<file path="src/rtl/mux_pkg.sv">
// Shared constants and helpers for the mux_pipe block.
package mux_pkg;

  localparam int unsigned NUM_MIN = 2;
  localparam int unsigned NUM_MAX = 16;

  function automatic int unsigned clog2(input int unsigned n);
    int unsigned r;
    r = 0;
    while ((32'd1 << r) < n) begin
      r++;
    end
    return r;
  endfunction

endpackage

</file>
<file path="src/rtl/mux_n.sv">
// Combinational N:1 selector; an out-of-range select yields zero data and flags oob_o.
module mux_n import mux_pkg::*; #(
  parameter int unsigned WIDTH = 32,
  parameter int unsigned NUM   = 3,
  localparam int unsigned SEL_W = clog2(NUM)
) (
  input  logic [SEL_W-1:0]     sel_i,
  input  logic [NUM*WIDTH-1:0] data_i,
  output logic [WIDTH-1:0]     data_o,
  output logic                 oob_o
);

  always_comb begin
    data_o = '0;
    oob_o  = 1'b1;
    for (int unsigned k = 0; k < NUM; k++) begin
      if (sel_i == SEL_W'(k)) begin
        data_o = data_i[k*WIDTH +: WIDTH];
        oob_o  = 1'b0;
      end
    end
  end

endmodule

</file>
<file path="src/rtl/mux_pipe.sv">
// Registered channel selector with valid/ready handshakes, flush and sticky out-of-range flag.
// Define MUX_PIPE_SKID_EN to add a skid entry behind the output register (registered in_ready).
module mux_pipe import mux_pkg::*; #(
  parameter int unsigned WIDTH = 32,
  parameter int unsigned NUM   = 3,
  localparam int unsigned SEL_W = clog2(NUM)
) (
  input  logic                 clk,
  input  logic                 reset,
  input  logic [SEL_W-1:0]     ctrl,
  input  logic [NUM*WIDTH-1:0] din,
  input  logic                 in_valid,
  output logic                 in_ready,
  input  logic                 flush,
  output logic [WIDTH-1:0]     out,
  output logic                 out_valid,
  input  logic                 out_ready,
  output logic                 err_oob,
  input  logic                 err_clr
);

  if (NUM < NUM_MIN || NUM > NUM_MAX) begin : g_num_range
    $error("mux_pipe: NUM out of range");
  end

  logic [WIDTH-1:0] sel_data;
  logic             sel_oob;
  logic [WIDTH-1:0] out_q, out_d;
  logic             out_valid_q, out_valid_d;
  logic             err_q, err_d;
  logic             accept;

  mux_n #(
    .WIDTH(WIDTH),
    .NUM  (NUM)
  ) u_mux_n (
    .sel_i (ctrl),
    .data_i(din),
    .data_o(sel_data),
    .oob_o (sel_oob)
  );

  assign accept = in_valid && in_ready;

`ifdef MUX_PIPE_SKID_EN
  logic [WIDTH-1:0] skid_q, skid_d;
  logic             skid_valid_q, skid_valid_d;

  // Ready depends only on flop state (plus flush, which blocks acceptance outright).
  assign in_ready = !flush && !skid_valid_q;

  always_comb begin
    out_d        = out_q;
    out_valid_d  = out_valid_q;
    skid_d       = skid_q;
    skid_valid_d = skid_valid_q;
    if (flush) begin
      out_d        = '0;
      out_valid_d  = 1'b0;
      skid_d       = '0;
      skid_valid_d = 1'b0;
    end else if (!out_valid_q || out_ready) begin
      if (skid_valid_q) begin
        out_d        = skid_q;
        out_valid_d  = 1'b1;
        skid_valid_d = 1'b0;
      end else if (accept) begin
        out_d       = sel_data;
        out_valid_d = 1'b1;
      end else begin
        out_valid_d = 1'b0;
      end
    end else if (accept) begin
      skid_d       = sel_data;
      skid_valid_d = 1'b1;
    end
  end

  always_ff @(posedge clk) begin
    if (reset) begin
      skid_q       <= '0;
      skid_valid_q <= 1'b0;
    end else begin
      skid_q       <= skid_d;
      skid_valid_q <= skid_valid_d;
    end
  end
`else
  assign in_ready = !flush && (!out_valid_q || out_ready);

  always_comb begin
    out_d       = out_q;
    out_valid_d = out_valid_q;
    if (flush) begin
      out_d       = '0;
      out_valid_d = 1'b0;
    end else if (accept) begin
      out_d       = sel_data;
      out_valid_d = 1'b1;
    end else if (out_ready) begin
      // Data is kept on drain; only the valid bit drops.
      out_valid_d = 1'b0;
    end
  end
`endif

  // Set takes priority over clear.
  always_comb begin
    err_d = err_q;
    if (err_clr) begin
      err_d = 1'b0;
    end
    if (accept && sel_oob) begin
      err_d = 1'b1;
    end
  end

  always_ff @(posedge clk) begin
    if (reset) begin
      out_q       <= '0;
      out_valid_q <= 1'b0;
      err_q       <= 1'b0;
    end else begin
      out_q       <= out_d;
      out_valid_q <= out_valid_d;
      err_q       <= err_d;
    end
  end

  assign out       = out_q;
  assign out_valid = out_valid_q;
  assign err_oob   = err_q;

endmodule

</file>
<file path="config.mk">
export PLATFORM = sky130hd
export DESIGN_NAME = mux_pipe
export DESIGN_NICKNAME = d
export VERILOG_FILES = /design/src/rtl/mux_pkg.sv /design/src/rtl/mux_n.sv /design/src/rtl/mux_pipe.sv
export SDC_FILE = /design/constraint.sdc
export NUM_CORES = 1
export LEC_CHECK = 0
export ABC_AREA = 1
export CAP_MARGIN = 15
export CORE_ASPECT_RATIO = 0.5
export CORE_UTILIZATION = 37
export DETAILED_ROUTE_END_ITERATION = 10
export PLACE_DENSITY = 0.82
export SYNTH_ARGS = -nofsm -noshare
export SYNTH_HDL_FRONTEND = slang
export SYNTH_SLANG_ARGS = --single-unit
</file>
<file path="constraint.sdc">
create_clock -name clk -period 1.4 [get_ports clk]
set_input_delay 0.28 -clock clk [delete_from_list [all_inputs] [get_ports clk]]
set_output_delay 0.28 -clock clk [all_outputs]
set_load 0.05 [all_outputs]
</file>
# == After elaboration in Yosys (flattened, before gate mapping) ==
# Index checks and enable logic that the tools add are counted.
# totals
regBits,34
in_bits,104
elab_cells,25
# op_classes
n_eq_ne,2
muxes,10
reduce_logical,10
# ops
cell,count
$mux W32,3
$mux W1,7
$reduce_bool A2 Y1,2
$logic_and A1 B1 Y1,3
$eq A2 B1 Y1 const B,1
$eq A2 B2 Y1 const B,1
$logic_not A1 Y1,2
$logic_not A2 Y1,1
$reduce_or A2 Y1,1
$logic_or A1 B1 Y1,1

# == Longest topological paths before layout ==
# Gate-level depths: netlist of the first run.
# depth
ltp_word,6
depth_mapped,8
depth_no_buf,6

# == Cells and area by module ==
# A second synthesis of the first run with hierarchy kept.
# hier_totals
hier_cells,435
area_unflattened_um2,2532.4
# by_module_without_submodules
mod,n_inst,cells_per_inst,area_each_um2,seq_area_each_um2
mux_pipe,1,285,1742.9,680.7
mux_n,1,150,789.5,0.0

# == Least setup slack after synthesis of the first run ==
# Ideal clock, no wire load.
# synth_path
path_kind,reg2out
from,"register out_valid_q, in the netlist out_valid"
to,output port in_ready
arrival_ns,1.342
t_required_ns,1.120
setup_slack_ns,-0.222
path_stages_with_launch,2
path_buffers,0
path_cell_list,dfxtp_1 > a21oi_1
# synth_via
elab_chain_cells,3
# synth_lines
item,line_no,text
start: declaration,mux_pipe.sv:29,"logic out_valid_q, out_valid_d;"
start signal: assignment,mux_pipe.sv:125,out_valid_q <= out_valid_d;
$logic_not A1 Y1,mux_pipe.sv:89,assign in_ready = !flush && (!out_valid_q || out_ready);
$logic_or A1 B1 Y1,mux_pipe.sv:89,
$logic_and A1 B1 Y1,mux_pipe.sv:89,
end: declaration,mux_pipe.sv:13,"output logic in_ready,"
# Every way passes these cells.

# == Final worst setup path of the first run ==
# Same ends and word-level chain as after synthesis.

==> results of run 1 <==
worst paths after layout:
kind	to	slack, ns	cells past startpoint	start
min reg2reg	out[27]$_SDFFE_PP0P_	0.55	4	out[27]$_SDFFE_PP0P_
min	out_valid$_SDFFE_PP0P_	0.44	5	out_ready
max reg2reg	out[13]$_SDFFE_PP0P_	0.21	6	out_valid$_SDFFE_PP0P_
max	in_ready	0.14	2	out_valid$_SDFFE_PP0P_
placed cells by master (no fill, tap or decap), drive strengths merged:
master,Yosys,layout
a21boi,1,1
a21oi,2,2
buf,27,52
clkbuf,0,7
clkdlybuf4s50,0,99
clkinv,0,1
dfxtp,34,34
dlymetal6s2s,0,4
inv,38,38
nand2,99,99
nand3,97,97
nand4,1,1
nor2,66,66
kinds of logic (layout without fill, tap and decap cells):
kind of cell	after synthesis	after routing	synth area share, %
AND/OR/NAND/NOR	263	263	52.4
buffers and inverters	65	201	15.2
flip-flops	34	34	31.6
AO/OA/AOI/OAI	3	3	0.813
where the power goes:
part	total (W)	internal (W)	switching, W
Clock	0.00112	0.000705	0.000413
Combinational	0.000946	0.000524	0.000423
Sequential	0.00104	0.00100	0.0000345
Total	0.00310	0.00223	0.000870
stage by stage:
step                instances  area (um2)  setup TNS, ns
detailed placement        566        3970          -5.17
floorplan                 365        2160              0
global placement          566        3970          -4.26
CTS                       574        4130              0
global route              574        4140              0
finish                    574        4140              0
area by class of cell:
type | count | share of cell area, %
Clock buffer | 7 | 3.44
Clock inverter | 1 | 0.121
Inverter | 38 | 3.44
Multi-Input combinational cell | 266 | 27.8
Sequential cell | 34 | 16.4
Tap cell | 73 | 2.20
Timing Repair Buffer | 155 | 46.6
metal layers:
layer	share of wire (%)	vias up	wire length [um]	GRT usage [%]
met5	0	-	0	0
met2	51	91	3900	46.3
met1	40	1213	3060	30.1
li1	-	1408	-	-
met3	5.4	19	412	4.33
met4	2.6	0	200	11.2
sequential cells by signal, summed over array words and instances (netlist names):
| signal | flops |
|---|---|
| err_oob | 1 |
| out | 32 |
| out_valid | 1 |
worst max-delay path, cell delays in order, from the launching register on:
cell and delay, ns:
dfxtp_1 0.35, a21oi_2 0.19, buf_12 0.15
timing repair:
action	CTS	global route
gates resized for setup	1	7
pin swaps	0	1
endpoints found under the setup margin	1	5
==> impl_metrics.csv, run 1 <==
group,metric,value,unit
power,powerDensity,748,mW/mm2
timing,clock.fmax,792,MHz
timing,period_minus_slack,1.26,ns
worst_setup_path,cp.required,1.12,ns
clocking,post-cts-setup-buffers,0,
worst_setup_path,start_kind,"flop",
logic_synthesis,synth_top_cell_area_share,31.6,%
worst_setup_path,worstSetupEndpointType,"primary output",
global_route,antenna_found_initial,0,
clocking,root_buffer,"clkbuf_16",
job,cap_violations,0,
global_route,grt_pass1_vias,2719,
routing,wire_per_inst,13.2,um
logic_synthesis,synth_enable_flop_cells,0,
clocking,worstSkewPairLatency,0.28,ns
logic_synthesis,syn_nets,469,
clocking,cts_buffers,5,
global_route,grt_pass1_wl,12500,um
logic_synthesis,synthFlopType,"dfxtp_1",
power,total_power,0.00310,W
timing,grt_setup_unrepaired,"false",
global_route,gr-usage-all-layers,25.8,%
power,leakagePower,1.86,nW
layout,seqCellArea,681,um2
logic_synthesis,netlist_instances,365,
floorplanning,num_io_pins,139,
routing,dr_total_vias,2731,
layout,drive_gt1_share,13.6,%
timing,skew,0.00481,ns
clocking,clk_pin_slew,0.06,ns
timing,hold_viol,0,
global_route,overflow,0,
clocking,cts_htree_levels,2,
layout,antennaDiodeCount,0,
floorplanning,core-area,0.00554,mm2
logic_synthesis,avgSynthCellArea,5.90,um2
routing,routed_wl,7570,um
worst_setup_path,path_max_fanout,3,
routing,postRouteAntennaNets,0,
routing,drt_iter0_markers,130,
logic_synthesis,seq_area_frac_synth,31.6,%
floorplanning,rows,19,
timing,fin_hold_ws,0.440,ns
timing,setup-violations-final,0,
timing,worst_slew_pin_slew,0.282,ns
timing,finalCritPeriodShare,90.2,%
clocking,clock_path_buffers,2,
layout,syn2layout_area_growth,92.3,%
timing,relSlewSlack,81.2,%
clocking,cts_tree,"built",
logic_synthesis,synthTopCellsByArea,"dfxtp_1 (32%), nand3_1 (22%), nand2_1 (17%)",
floorplanning,die_h,56.0,um
routing,viasPerCell,4.76,
worst_setup_path,critical_path_class,"reg2out",
clocking,clock_sinks,34,
logic_synthesis,yosysMostFrequentCell,"nand2_1",
global_route,grt_start_max_net_pins,43,
timing,maxSlewViolCount,0,
routing,drc_errors,0,
clocking,postCtsHoldBufs,0,
place,dpl.hpwl,5400,um
logic_synthesis,ys_ff_latch,34,
logic_synthesis,syn_area,0.00215,mm2
worst_setup_path,arrival,0.98,ns
layout,nFillCells,422,
routing,dr.pass1.iters,4,
layout,final_nets,604,
logic_synthesis,synthArstFlopShare,0,%
logic_synthesis,ys_types,16,
timing,setup_ws,0.137,ns
status,status,"complete, no violations",
floorplanning,initial_core_util,38.9,%
power,ir_drop,0.000433,V
layout,fin_util,74.8,%
logic_synthesis,ys_warn_count,0,
worst_hold_path,hold_path.class,"in2reg",
place,gp_congestion,0.746,
logic_synthesis,synthTopCellsByCount,"nand2_1 (98), nand3_1 (96), nor2_1 (64)",
floorplanning,dieArea,0.00615,mm2
place,dp_slack,-0.206,ns
floorplanning,dieWidth,110,um
layout,multi_input_area,0.00115,mm2
logic_synthesis,yosys.area.top_type,"dfxtp_1",
place,io_buffers,138,
No activity file was read; power rests on OpenSTA's default activity.
==> run 2, diff against run 1 <==
- CORE_ASPECT_RATIO: 0.5 -> not set
- CORE_UTILIZATION: 37 -> 39
- PLACE_DENSITY: 0.82 -> 0.81
- SYNTH_HIERARCHICAL: not set -> 1
==> run 2 against run 1 <==
Net effect:
- sequential share of layout area fell by 1.2 points
- non-clock buffer count fell by 1
- sequential cell count unchanged
- maximum frequency shrank 1.4%
- setup slack worse by 0.018 ns
- clock power shrank 31%
- first-iteration DRC count is 1.5% lower
- register-to-register slack improved by 0.03 ns
- sequential power hardly changed
- combinational power grew 12%
- cell area rose by 7.9%
- die area up 11%
- largest power group is now combinational cells
==> impl_metrics.csv, run 2 <==
group,metric,value,unit
logic_synthesis,synthTopCellsByCount,"inv_1 (98), nand2_1 (98), nand3_1 (96)",
routing,viasPerCell,4.88,
logic_synthesis,synth_mux_area_share,0,%
power,total_power,0.00287,W
logic_synthesis,ys_ff_latch,34,
global_route,overflow,0,
worst_setup_path,rr_endpoint,"out[30]$_SDFFE_PP0P_",
floorplanning,core-area,0.00610,mm2
logic_synthesis,syn_nets,539,
power,leakagePower,2.04,nW
layout,final_cells,641,
routing,dr.pass1.iters,4,
logic_synthesis,seq_area_frac_synth,26.9,%
timing,period_minus_slack,1.28,ns
worst_setup_path,critical_path_class,"reg2out",
logic_synthesis,synth_compound_area_share,0.692,%
worst_setup_path,cp_slowest_cell,"dfxtp_1",
worst_setup_path,worst-r2r-setup-slack,0.24,ns
place,place_inst,629,
worst_setup_path,cp.required,1.12,ns
place,dpl.hpwl,6260,um
floorplanning,dieWidth,82.6,um
worst_setup_path,start_kind,"flop",
place,place_area,0.00431,mm2
layout,nFillCells,492,
worst_setup_path,regToRegStartpoint,"out_valid$_SDFFE_PP0P_",
logic_synthesis,synth_enable_flop_cells,0,
timing,worst_slew_pin_slew,0.334,ns
layout,layout_common_cells,"clkdlybuf4s50_1 (99), nand2_1 (98), inv_1 (97)",
routing,dr_total_vias,3130,
logic_synthesis,synthArstFlopShare,0,%
clocking,cts_tree,"built",
clocking,clock_sinks,34,
routing,wire_per_inst,13.5,um
floorplanning,num_io_pins,139,
global_route,grt_pass1_vias,2921,
logic_synthesis,synthTopCellsByArea,"dfxtp_1 (27%), nand3_1 (19%), inv_1 (15%)",
timing,clock.fmax,781,MHz
layout,largest_reg_flops,32,
clocking,cts_buffers,5,
layout,antennaDiodeCount,0,
routing,drc_errors,0,
logic_synthesis,yosys.area.top_type,"dfxtp_1",
floorplanning,dieArea,0.00682,mm2
power,ir_drop,0.000389,V
worst_hold_path,hold_start,"err_oob$_SDFFE_PP0P_",
timing,relSlewSlack,77.7,%
layout,drive_gt1_share,12.4,%
timing,maxSlewViolCount,0,
worst_setup_path,path_max_fanout,3,
clocking,clock_path_buffers,2,
status,status,"complete, no violations",
layout,syn2layout_area_growth,76.6,%
logic_synthesis,syn_area,0.00253,mm2
routing,postRouteAntennaNets,0,
floorplanning,die_h,82.6,um
worst_setup_path,crit_buf_inv,1,
routing,routed_wl,8680,um
layout,fin_area,0.00447,mm2
logic_synthesis,ys_warn_count,6,
timing,skew,0.00314,ns
global_route,grt_start_max_net_pins,34,
timing,finalCritPeriodShare,91.5,%
global_route,grt_pass1_wl,13400,um
clocking,cts_htree_levels,2,
timing,setup-violations-final,0,
logic_synthesis,synth_top_family_by_area,"simple AND/OR/NAND/NOR gates",
worst_setup_path,worst_path_largest_cell_delay,0.47,ns
place,io_buffers,138,
clocking,clk_pin_slew,0.07,ns
logic_synthesis,ys_types,15,
global_route,gr-usage-all-layers,26.0,%
clocking,worstSkewPairLatency,0.28,ns
job,cap_violations,0,
timing,hold_viol,0,
worst_hold_path,hold_path.class,"reg2reg",
logic_synthesis,synth-simple-area-share,48.1,%
worst_setup_path,arrival,1.00,ns
logic_synthesis,netlist_instances,435,
global_route,antenna_found_initial,0,
worst_setup_path,reg2regPathDepth,6,
worst_hold_path,min_path_cells,2,
logic_synthesis,synth_top_cell_area_share,26.9,%
power,powerDensity,642,mW/mm2
logic_synthesis,synth_xor_area_share,0,%
place,gp_congestion,0.800,
worst_setup_path,cp_cell_sequence,"a21oi_4, buf_12",
worst_hold_path,hold_end,"err_oob$_SDFFE_PP0P_",
worst_setup_path,critPathTopFamily,"flip-flops",
timing,setup_tns,0,ns
layout,fin_util,73.4,%
floorplanning,initial_core_util,41.5,%
logic_synthesis,synth_adder_area_share,0,%
logic_synthesis,avgSynthCellArea,5.82,um2
logic_synthesis,synthFlopType,"dfxtp_1",
floorplanning,rows,28,
timing,grt_setup_unrepaired,"false",
clocking,root_buffer,"clkbuf_8",
routing,drt_iter0_markers,128,
layout,final_nets,669,
worst_setup_path,worstSetupEndpointType,"primary output",
layout,layout_commonest_cell,"clkdlybuf4s50_1",
[run 2: kinds of logic after synthesis]
kind of cell	Yosys count
and+or+nand+nor	263
buffers and inverters	135
DFF	34
AOI/OAI and AO/OA	3
[run 2: worst max-delay path by stage]
stage / startpoint / endpoint / slack [ns] / depth (start not counted)
after floorplan: out_valid$_SDFFE_PP0P_ / out[12]$_SDFFE_PP0P_ / 0.005 / 6
after global placement: ctrl[1] / out[24]$_SDFFE_PP0P_ / -0.39 / 9
after detailed placement: ctrl[1] / out[16]$_SDFFE_PP0P_ / -0.45 / 9
after CTS: flush / in_ready / 0.01 / 3
after global routing: out_valid$_SDFFE_PP0P_ / in_ready / 0.08 / 2
final: out_valid$_SDFFE_PP0P_ / in_ready / 0.12 / 2
[run 2: report_power, final]
group / switching, W / internal, W / total (W)
registers: 0.0000359 / 0.000999 / 0.00104
logic: 0.000500 / 0.000562 / 0.00106
clock network: 0.000377 / 0.000397 / 0.000774
total: 0.000913 / 0.00196 / 0.00287
[run 2: what timing repair did]
item	CTS	global route
hold endpoints to repair	0	0
hold buffers	0	0
resized for setup	10	1
gates cloned	2	0
buffers inserted	2	0
setup endpoints to repair	33	1
pin swaps	3	0
[run 2: final cells by class]
type	instances	area [um2]	share of cell area [%]
Timing Repair Buffer	154	1950	43.6
Clock buffer	7	86.3	1.93
Inverter	102	388	8.67
Multi-Input combinational cell	268	1270	28.4
Sequential cell	34	681	15.2
Clock inverter	1	5.00	0.112
Tap cell	75	93.8	2.10
[run 2: tightest hold or removal path, stage by stage (launching register included)]
cell and delay (ns):
dfxtp_1 0.34, nand2_1 0.07, a21oi_1 0.06
[run 2: per-stage QoR]
stage,hold slack (ns),worst slack [ns]
after floorplan,0.349,0.00518
after global placement,0.493,-0.386
after detailed placement,0.508,-0.446
after CTS,0.520,0.0111
after global routing,0.553,0.0773
final,0.514,0.119
[run 2: layer usage]
| layer | vias up | GRT usage (%) | wire, um |
|---|---|---|---|
| met5 | - | 0 | 0 |
| met4 | 0 | 7.24 | 133 |
| met3 | 13 | 4.51 | 671 |
| met2 | 117 | 49.2 | 4570 |
| met1 | 1398 | 29.6 | 3300 |
| li1 | 1602 | - | - |
